### src/rtl/c4_pkg.sv
// c4_pkg: shared board encodings, FSM states and ray direction table for the connect-four logic.
package c4_pkg;
  localparam logic [1:0] CELL_EMPTY = 2'b00;
  localparam logic [1:0] CELL_P1 = 2'b01;
  localparam logic [1:0] CELL_P2 = 2'b10;
  localparam int C4_COLS = 6;
  localparam int C4_ROWS = 6;
  typedef enum logic [1:0] {IDLE, PROBE, CHECK, DONE} state_t;
  typedef struct packed {
    logic signed [1:0] dx;
    logic signed [1:0] dy;
  } delta_t;
  // Rays come in opposite pairs: H+, H-, V+, V-, D+, D-, A+, A-
  localparam delta_t DIRS [8] = '{
    '{ 2'sd1,  2'sd0}, '{-2'sd1,  2'sd0},
    '{ 2'sd0,  2'sd1}, '{ 2'sd0, -2'sd1},
    '{ 2'sd1,  2'sd1}, '{-2'sd1, -2'sd1},
    '{ 2'sd1, -2'sd1}, '{-2'sd1,  2'sd1}
  };
endpackage

### src/rtl/ray_step.sv
// ray_step: next cell along a ray from the drop position, with a board bounds check.
module ray_step
  import c4_pkg::*;
#(
  parameter int COLS = C4_COLS,
  parameter int ROWS = C4_ROWS,
  parameter int IDX_W = 3
) (
  input  logic [IDX_W-1:0] col,
  input  logic [IDX_W-1:0] row,
  input  logic [2:0]       ray,
  input  logic [2:0]       step,
  output logic [IDX_W-1:0] next_col,
  output logic [IDX_W-1:0] next_row,
  output logic             inb
);
  localparam int W = IDX_W + 3;
  logic signed [W-1:0] c, r, s, nc, nr;
  delta_t d;
  always_comb begin
    d = DIRS[ray];
    c = W'(col);
    r = W'(row);
    s = W'(step);
    nc = d.dx == 2'sd1 ? c + s : d.dx == -2'sd1 ? c - s : c;
    nr = d.dy == 2'sd1 ? r + s : d.dy == -2'sd1 ? r - s : r;
    inb = !nc[W-1] && !nr[W-1] && nc < W'(COLS) && nr < W'(ROWS);
    next_col = nc[IDX_W-1:0];
    next_row = nr[IDX_W-1:0];
  end
endmodule

### config.mk
export PLATFORM = sky130hd
export DESIGN_NAME = ray_step
export DESIGN_NICKNAME = d
export VERILOG_FILES = /design/src/rtl/c4_pkg.sv /design/src/rtl/ray_step.sv
export SDC_FILE = /design/constraint.sdc
export NUM_CORES = 1
export LEC_CHECK = 0
export ABC_AREA = 1
export BUFFER_PORTS_ARGS = -buffer_cell sky130_fd_sc_hd__buf_4
export CAP_MARGIN = 20
export CELL_PAD_IN_SITES_DETAIL_PLACEMENT = 1
export CELL_PAD_IN_SITES_GLOBAL_PLACEMENT = 1
export CORE_MARGIN = 5
export CORE_UTILIZATION = 37
export DETAILED_ROUTE_END_ITERATION = 8
export GPL_TIMING_DRIVEN = 0
export PLACE_DENSITY_LB_ADDON = 0.1
export SYNTH_ARGS = -nofsm -noshare
export SYNTH_HDL_FRONTEND = slang
export SYNTH_SLANG_ARGS = --single-unit
export TNS_END_PERCENT = 50
### constraint.sdc
create_clock -name vclk -period 2.2
set_clock_uncertainty 0.2 [all_clocks]
set_input_delay 0.44 -clock vclk [all_inputs]
set_output_delay 0.44 -clock vclk [all_outputs]
set_load 0.005 [all_outputs]
* Yosys cells after proc, flatten, opt, wreduce, memory -nomap -nowiden
Memory sizes are Yosys's and may differ from the RTL's.
Cells that the tools add are included.
** Word-level totals
- Bits in registers :: 0
- Latch bits :: 0
- Bits in writable memories :: 0
- ROM bits :: 32
- Input bits :: 12
- Output and inout port bits :: 7
- Logic and storage cells :: 24
- Memories kept :: 1
** Operators by class
- $add $sub $neg :: 4
- Multiply operators :: 0
- Divide/modulo/power cells :: 0
- $lt $le $gt $ge :: 3
- Equal/unequal tests :: 4
- Shift-type cells :: 0
- Muxes and demuxes :: 6
- Bitwise operators :: 1
- Reductions and logical operators :: 5
** Memory list
- (no name shown) :: words 8, bits a word 4, rd ports 1, clocked after memory_dff 0, write ports 0, RTL line ray_step.sv:21 : d = DIRS[ray];
** Operators with widths (count)
- 2-to-1 mux 6 bit :: 4
- less-than comparator 6 x 4 -> 1 bit (second input constant) :: 2
- adder 3 x 3 -> 4 bit :: 2
- 2-to-1 mux 4 bit :: 2
- subtractor 3 x 3 -> 4 bit :: 2
- equality test 2 x 1 -> 1 bit (second input constant) :: 2
- equality test 2 bit (second input constant) :: 2
- greater-or-equal comparator 4 bit (second input constant) :: 1
- NOT 3 -> 4 bit :: 1
- logical AND 1 bit :: 3
- zero test 1 bit :: 2

* Logic depth before layout (Yosys ltp)
Gate-level depths: netlist of the first run.
- Depth in word-level cells :: 11
- Gate-level depth with buffers :: 12
- Mapped depth without buffers :: 12

* Least setup slack after synthesis of the first run
Ideal clock, no wire load.
- Path kind :: input to output
- Start point :: in col[0]
- End point :: out inb
- Data arrival time :: 1562 ps
- Required time :: 1560 ps
- Slack :: -2 ps
- Stages :: 9
- Path buffers :: 0
- Cells stage by stage :: inv_1 > ha_1 > fa_1 > inv_1 > nand3_1 > nand3_1 > nand3_1 > nand2_1 > nor2_1
** On the way
- Elaborated cells between the ends (all ways) :: 9
- Classes of those cells :: 2 x add/sub; 1 x order compare; 2 x mux; 4 x reduce/logical
** RTL lines
- from (decl) :: RTL line ray_step.sv:9 : input logic [IDX_W-1:0] col,
- subtractor 3 x 3 -> 4 bit :: RTL line ray_step.sv:25 : nc = d.dx == 2'sd1 ? c + s : d.dx == -2'sd1 ? c - s : c;
- 2-to-1 mux 6 bit :: RTL line ray_step.sv:25
- 2-to-1 mux 6 bit * :: RTL line ray_step.sv:25
- named net next_col[1] :: RTL line ray_step.sv:13 : output logic [IDX_W-1:0] next_col,
- less-than comparator 6 x 4 -> 1 bit * :: RTL line ray_step.sv:27 : inb = !nc[W-1] && !nr[W-1] && nc < W'(COLS) && nr < W'(ROWS);
- logical AND 1 bit * (2 in a row) :: RTL line ray_step.sv:27
- to (decl) :: RTL line ray_step.sv:15 : output logic inb
The timed path passes the listed nets; every way through them passes the cells marked *.

* Final worst setup path of the first run
- Start point :: in step[2]
- End point :: out inb
** On the way
- Cells in the longest elaborated chain, start to end :: 7
- Elaborated cells between the ends (all ways) :: 15
- Classes of those cells :: 4 x add/sub; 2 x order compare; 4 x mux; 5 x reduce/logical
** Ends and longest elaborated chain
- from (decl) :: RTL line ray_step.sv:12 : input logic [2:0] step,
- parallel branches: the longest is 6 deep, another holds less-than comparator 6 x 4 -> 1 bit
- logical AND 1 bit * :: RTL line ray_step.sv:27
Every way passes the cells marked *.

==> results of run 1 <==
## stage by stage
stage               setup WS [ns]  setup TNS [ns]  hold slack (ns)  total power, W  cells
global route               -0.369          -0.971             1.00        0.000306    162
CTS                        -0.241          -0.774            0.985        0.000226    160
detailed placement         -0.333          -0.880            0.987        0.000205    159
global placement           -0.315          -0.783            0.976        0.000197    159
floorplan                  0.0239               0            0.788        0.000117    115
finish                     -0.240          -0.600            0.972        0.000273    162
## layout by cell type (no fill, tap or decap)
cell	count
a21oi_1	1
a21oi_2	1
and2_1	1
buf_12	1
buf_4	17
buf_6	3
buf_8	2
fa_2	4
ha_1	8
ha_2	2
ha_4	4
inv_1	11
inv_2	10
inv_4	2
nand2_1	38
nand2_2	5
nand3_1	1
nand3_2	5
nor2_1	7
nor2_2	6
nor2_4	1
o21ai_0	2
o21ai_2	1
or2_0	1
or2_2	1
xnor2_2	1
xor2_1	1
## what timing repair did
action,4_1_cts,5_1_grt
hold buffers,0,0
setup endpoints to repair,5,5
pin swaps,9,15
resized for setup,18,33
setup buffers,1,2
## worst max-delay path, delay by kind of cell
family	cells	cell delay, ns
adder cells (fa/ha/maj)	1	0.26
AO/OA/AOI/OAI	1	0.14
AND/OR/NAND/NOR	6	0.53
buffers and inverters	5	0.43
## worst max-delay path by stage
| stage | to | slack, ns | cells past startpoint |
|---|---|---|---|
| 2_1_floorplan | inb | 0.02 | 9 |
| 3_3_place_gp | inb | -0.31 | 9 |
| 3_5_place_dp | inb | -0.33 | 9 |
| 4_1_cts | inb | -0.24 | 10 |
| 5_1_grt | inb | -0.37 | 13 |
| 6_report | inb | -0.24 | 13 |
## power groups by stage
stage / registers, W / logic, W / clock network [W]
detailed placement: 0 / 0.000205 / 0
finish: 0 / 0.000273 / 0
CTS: 0 / 0.000226 / 0
global placement: 0 / 0.000197 / 0
global route: 0 / 0.000306 / 0
floorplan: 0 / 0.000117 / 0
## layout make-up
type | count | share of cell area [%]
Inverter | 23 | 8.83
Tap cell | 25 | 3.02
Buffer | 1 | 1.09
Multi-Input combinational cell | 91 | 67.7
Timing Repair Buffer | 22 | 19.3
## logic make-up after synthesis
logic type                 count (synthesis)  share of synthesized area, %
xor gates and xnor gates                   2                          2.65
AOI/OAI and AO/OA                          5                          3.78
and+or+nand+nor                           66                          41.2
adders and majority gates                 18                          38.6
buffers and inverters                     24                          13.8
## per-layer routing
metal | vias to the layer above | global-route usage, % | share of wire (%)
li1 | 388 | - | -
met1 | 343 | 17.7 | 41
met2 | 10 | 26.4 | 56
met3 | 2 | 0.285 | 2.4
met4 | 0 | 0 | 1.1
met5 | - | 0 | 0
==> flow_summary.ini, run 1 <==
[synthesis]
synth_nets = 145
yosys-top-cells-count = nand2_1, inv_1, ha_1
ys_top_cells_by_area = ha_1, nand2_1, fa_1
synth_area_per_cell_um2 = 5.76
ys_warn_count = 0
synth_top_area_share_pct = 26.5
ys_types = 18
synth_area_um2 = 662
synth_seq_area_share_pct = 0
yosysMostFrequentCell = nand2_1
synth_top_area_cell = ha_1
synth_cells = 115

[grt]
grt_antenna_before_repair = 0
grt_max_degree = 8
grt_pass1_vias = 690
gr-usage-all-layers_pct = 13.7
grt_first_pass_wirelength_um = 3000
grt-ovfl-total = 0

[timing]
hold_viol_final = 0
period_needed_ns = 2.44
maxSlewHeadroom_pct = 83.0
fmax_mhz = 410
rsz0062_at_grt = true
fin_ws_ns = -0.240
tightest_slew_ns = 0.254
setup_viol = 5
slew_violations = 0
min_period_over_period_pct = 111

[route]
postRouteWirelength_um = 2070
drtAntennaViolNets = 0
vias = 743
routed_via_density = 4.59
first_pass_iters = 4
drt-wirelength-per-cell_um = 12.8
drt_iter0_markers = 4
route.detailed.drc = 0

[cells_and_area]
seqCellArea_um2 = 0
nFlopsAndLatches = 0
layout.nets = 169
antenna_cells = 0
drive_gt1_share_pct = 48.2
clkbuf_count = 0
multi_input_area_um2 = 701
fillers = 225
syn2layout_area_growth_pct = 56.3
final_util_pct = 60.6
stdcell_area_mm2 = 0.00103

[floorplan]
design.core.area_mm2 = 0.00171
die_w_um = 52.3
initial_core_util_pct = 38.8
rows = 15
ios = 19
die_area_mm2 = 0.00273
die_y_um = 52.3

[place]
placed_cell_area_um2 = 843
portBuffers = 19
dp_hpwl_um = 1490
gp_congestion = 0.762

[min_path]
hold_depth = 4
hp-start = row[0]
min_to = next_row[0]
hold_class = primary input to output pin

[pwr]
seq_power_share_pct = 0
powerDensity_mw_per_mm2 = 264
p_int_w = 0.000132
power.net_switching_w = 0.000141
power_frac_comb_pct = 100.0
switching_share_pct = 51.7
clkPwrFrac_pct = 0
vdd_drop_max_mv = 0.140
leakagePower_nw = 0.560

[worst_setup_path]
path_cells = buf_4, inv_2, ha_4, buf_6, inv_1, a21oi_1, nand2_1, nand2_1, nand2_1, nor2_1, nand2_2, nor2_2, buf_4
path_class = primary input to output pin
cp.required_ns = 1.56
max_stage_delay_ns = 0.26
critPathLaunch = step[2]
worstSetupStartpointType = primary input
cp-end-kind = output pin
cp_common_cell = nand2_1
critPathSlowestCell = ha_4
cp.arrival_ns = 1.80
critPathMaxFanout = 6

[run]
cap_viol_max_count = 0

[status]
status = finished, violations left
violations = negative setup slack
Note: power is estimated with default switching activity, not from simulation.
==> inputs of run 2 (changes only) <==
--- a/config.mk
+++ b/config.mk
@@ -10,7 +10,7 @@
 export CAP_MARGIN = 20
 export CELL_PAD_IN_SITES_DETAIL_PLACEMENT = 1
 export CELL_PAD_IN_SITES_GLOBAL_PLACEMENT = 1
-export CORE_MARGIN = 5
+export CORE_MARGIN = 4
 export CORE_UTILIZATION = 37
 export DETAILED_ROUTE_END_ITERATION = 8
 export GPL_TIMING_DRIVEN = 0
==> run 2 against run 1 <==
Compared with the run above: the run still ends with negative setup slack left; final area decreased by 2.7%; global-route usage is 1.5 points higher; die area is 7.5% lower; core utilization shrank 1.6 points; cell count stayed put; via count increased by 0.81%; sequential share of layout area unchanged; hold slack improved by 0.0055 ns; wire length fell by 7.4%; combinational power decreased by 6%; clock-buffer cell count is the same; non-clock buffer count stayed put; critical endpoint unchanged; largest cell class unchanged.
==> flow_summary.ini, run 2 (synthesis results as in run 1) <==
[grt]
grt_max_degree = 8
grt_pass1_vias = 756
gr-usage-all-layers_pct = 15.3
grt_first_pass_wirelength_um = 3170
grt-ovfl-total = 0
grt_antenna_before_repair = 0

[cells_and_area]
layout_common_cells = nand2_1, buf_4, inv_1, ha_1, nor2_1
clkbuf_count = 0
seqCellArea_um2 = 0
layout.cells.most_common = nand2_1
stdcell_area_mm2 = 0.00101
syn2layout_area_growth_pct = 52.2
final_cells = 162
layout.nets = 169
nFlopsAndLatches = 0
antenna_cells = 0
drive_gt1_share_pct = 42.3

[status]
violations = negative setup slack
status = finished, violations left

[route]
drt-wirelength-per-cell_um = 11.8
postRouteWirelength_um = 1920
drt_iter0_markers = 3
routed_via_density = 4.62
vias = 749
route.detailed.drc = 0
first_pass_iters = 4
drtAntennaViolNets = 0

[place]
dp.cells = 159
dpl_worst_slack_ns = -0.342
portBuffers = 19
dp_hpwl_um = 1500
placed_cell_area_um2 = 843
gp_congestion = 0.761

[run]
cap_viol_max_count = 0

[timing]
min_period_over_period_pct = 109
period_needed_ns = 2.39
fmax_mhz = 418
slew_violations = 0
hold_viol_final = 0
hold_ws_ns = 0.978
tightest_slew_ns = 0.245
setup_viol = 4
rsz0062_at_grt = true
fin_ws_ns = -0.190
maxSlewHeadroom_pct = 83.7

[pwr]
vdd_drop_max_mv = 0.160
powerDensity_mw_per_mm2 = 254
leakagePower_nw = 0.556

[worst_setup_path]
critPathMaxFanout = 4
path_class = primary input to output pin
cp.required_ns = 1.56
cp_common_cell = nand3_2
cp.arrival_ns = 1.75
path_cells = buf_12, ha_4, fa_2, inv_2, nand3_2, nand3_2, nand3_2, nand2_1, nor2_1, buf_4
worstSetupStartpointType = primary input
max_stage_delay_ns = 0.52
critPathSlowestCell = fa_2
cp-end-kind = output pin

[floorplan]
ios = 19
die_w_um = 50.3
initial_core_util_pct = 38.8
rows = 15
die_area_mm2 = 0.00253
die_y_um = 50.3
design.core.area_mm2 = 0.00171

[min_path]
hold_class = primary input to output pin

[cts]
ctsHoldBuffers = 0
==> run 2: cell type report <==
type / instances / area [µm²]
Tap cell: 25 / 31.3
Inverter: 23 / 93.8
Fill cell: 224 / 701
Buffer: 1 / 11.3
Multi-Input combinational cell: 91 / 674
Timing Repair Buffer: 22 / 196
==> run 2: per-layer routing <==
metal / vias up / global-route usage (%) / wire, µm
met5: - / 0 / 0
met2: 16 / 28.3 / 970
met4: 0 / 1.35 / 14
met1: 345 / 20.1 / 880
li1: 386 / - / -
met3: 2 / 0.593 / 52
==> run 2: worst paths after layout <==
kind	from	to	slack (ns)	depth (start not counted)
hold / removal	row[0]	next_row[0]	0.98	4
setup / recovery	step[0]	inb	-0.19	10
==> run 2: worst max-delay path, delay by kind of cell <==
family        cells  cell delay (ns)
simple gates      5             0.36
buf+inv           3             0.26
fa+ha+maj         2             0.68
==> run 2: what timing repair did <==
item | in CTS | in global routing
pin swaps | 10 | 6
endpoints found under the setup margin | 5 | 5
buffers inserted | 3 | 0
gates resized for setup | 25 | 17
cloned | 0 | 0
==> run 2: through the flow <==
| step | TNS [ns] | total power [W] | util [%] |
|---|---|---|---|
| after floorplan | 0 | 0.000117 | - |
| after global placement | -0.856 | 0.000198 | 49.4 |
| after detailed placement | -0.993 | 0.000205 | 49.4 |
| after CTS | -0.587 | 0.000235 | 56.0 |
| after global routing | -0.766 | 0.000288 | 59.0 |
| final | -0.476 | 0.000256 | 59.0 |
==> run 2: where the power goes <==
part           switching, W  total (W)  leakage (nW)  internal [W]
clock                     0          0             0             0
combinational      0.000131   0.000256         0.556      0.000124
sequential                0          0             0             0
==> inputs of run 3 (changes only) <==
--- a/config.mk
+++ b/config.mk
@@ -5,13 +5,11 @@
 export SDC_FILE = /design/constraint.sdc
 export NUM_CORES = 1
 export LEC_CHECK = 0
-export ABC_AREA = 1
 export BUFFER_PORTS_ARGS = -buffer_cell sky130_fd_sc_hd__buf_4
-export CAP_MARGIN = 20
 export CELL_PAD_IN_SITES_DETAIL_PLACEMENT = 1
 export CELL_PAD_IN_SITES_GLOBAL_PLACEMENT = 1
 export CORE_MARGIN = 4
-export CORE_UTILIZATION = 37
+export CORE_UTILIZATION = 40
 export DETAILED_ROUTE_END_ITERATION = 8
 export GPL_TIMING_DRIVEN = 0
 export PLACE_DENSITY_LB_ADDON = 0.1
==> run 3 against run 2 <==
Compared with the run above: the run still ends with negative setup slack left; cell count decreased by 28%; sequential share of layout area unchanged; critical endpoint unchanged; via count decreased by 12%; critical path type unchanged; highest routed layer unchanged.
==> flow_summary.ini, run 3 <==
[timing]
tightest_slew_ns = 0.354
rsz0062_at_grt = true
fin_ws_ns = -0.681
period_needed_ns = 2.88
hold_ws_ns = 1.02
fmax_mhz = 347
setup_viol = 5
slew_violations = 0
hold_viol_final = 0
maxSlewHeadroom_pct = 76.4
min_period_over_period_pct = 131

[synthesis]
yosysMostFrequentCell = ha_1
synth_top_area_cell = ha_1
yosys-top-cells-count = ha_1, inv_1, nor2_1
ys_top_cells_by_area = ha_1, fa_1, mux2i_1
synth_top_area_share_pct = 27.7
synth_area_um2 = 633
synth_seq_area_share_pct = 0
synth_area_per_cell_um2 = 8.44
synth_cells = 75
ys_types = 27
ys_warn_count = 0
synth_nets = 105

[min_path]
min_to = next_row[2]
hold_depth = 3
hp-start = row[2]
hold_class = primary input to output pin

[run]
cap_viol_max_count = 0

[worst_setup_path]
path_buf_inv = 4
cp-end-kind = output pin
max_stage_delay_ns = 0.37
path_cells = buf_4, inv_1, ha_1, inv_1, a221oi_2, o211ai_1, and3_1, a2111oi_4, buf_4
path_class = primary input to output pin
critPathSlowestCell = ha_1
cp_top_family = compound AO/OA/AOI/OAI gates
critPathMaxFanout = 5
worstSetupStartpointType = primary input
cp.required_ns = 1.56
cp.arrival_ns = 2.24

[grt]
grt_antenna_before_repair = 0
grt-ovfl-total = 0
grt_first_pass_wirelength_um = 3220
gr-usage-all-layers_pct = 19.8
grt_pass1_vias = 713
grt_max_degree = 10

[pwr]
p_int_w = 0.000165
power_frac_comb_pct = 100.0
powerDensity_mw_per_mm2 = 286
power_w = 0.000302
leakagePower_nw = 0.481
seq_power_share_pct = 0
switching_share_pct = 45.3
clkPwrFrac_pct = 0
vdd_drop_max_mv = 0.142
power.net_switching_w = 0.000137

[route]
routed_via_density = 5.68
drt_iter0_markers = 3
route.detailed.drc = 0
postRouteWirelength_um = 2050
vias = 659
first_pass_iters = 3
drtAntennaViolNets = 0
drt-wirelength-per-cell_um = 17.6

[place]
portBuffers = 18
dp_hpwl_um = 1380
gp_congestion = 0.755

[status]
status = finished, violations left
violations = negative setup slack

[floorplan]
die_area_mm2 = 0.00228
ios = 19
initial_core_util_pct = 42.0
design.core.area_mm2 = 0.00151
rows = 14
die_w_um = 47.8
die_y_um = 47.8

[cts]
ctsHoldBuffers = 0

[cells_and_area]
seqCellArea_um2 = 0
clkbuf_count = 0
drive_gt1_share_pct = 53.0
nFlopsAndLatches = 0
syn2layout_area_growth_pct = 66.8
fillers = 157
layout.cells.most_common = buf_4
antenna_cells = 0
layout.nets = 132
layout_common_cells = buf_4, ha_1, inv_1, nor2_1, a21oi_1
-- run 3: power by group through the flow --
stage	clock, W	sequential, W	combinational (W)
floorplan	0	0	0.000142
global placement	0	0	0.000221
detailed placement	0	0	0.000231
CTS	0	0	0.000276
global route	0	0	0.000332
finish	0	0	0.000302
-- run 3: how the worst max path moves through the flow --
stage          startpoint   to  slack (ns)  depth (start not counted)
2_1_floorplan      col[0]  inb       -0.35                          8
3_3_place_gp       col[0]  inb       -0.69                          9
3_5_place_dp       col[0]  inb       -0.73                          9
4_1_cts           step[1]  inb       -0.69                          9
5_1_grt           step[2]  inb       -0.82                          9
6_report          step[2]  inb       -0.68                          9
-- run 3: cells by family after synthesis --
kind of cell	Yosys count	share of synthesized area [%]
simple gates	15	10.9
mux	9	16.0
buf+inv	12	7.71
fa+ha+maj	18	40.3
xor+xnor	3	4.15
compound gates	18	20.9
-- run 3: final cells by class --
cell class | instances | area, µm² | area share (%)
Multi-Input combinational cell | 63 | 718 | 68.0
Timing Repair Buffer | 25 | 249 | 23.6
Inverter | 11 | 61.3 | 5.81
Tap cell | 16 | 20.0 | 1.90
Buffer | 1 | 7.51 | 0.711
-- run 3: through the flow --
step                      setup slack, ns  TNS [ns]  util, %  cell area (µm²)  std cells
after global routing               -0.823     -2.33     70.1             1060        116
after floorplan                    -0.355    -0.553        -              678         75
after CTS                          -0.689     -1.96     66.3              998        116
after detailed placement           -0.731     -2.43     55.3              833        109
final                              -0.681     -2.01     70.1             1060        116
after global placement             -0.694     -2.26     55.3              833        109
-- run 3: routing by layer --
layer | vias up | GRT usage [%] | part of all wire (%)
met5 | - | 0 | 0
met4 | 0 | 0 | 0.68
met3 | 2 | 0.376 | 3.8
met2 | 16 | 40.9 | 53
met1 | 327 | 23.5 | 42
li1 | 314 | - | -
-- run 3: timing repair --
action | CTS | global route
setup endpoints to repair | 5 | 6
resized for setup | 30 | 11
buffers inserted | 7 | 0
cloned | 0 | 0
pin swaps | 6 | 2
endpoints found under the hold margin | 0 | 0
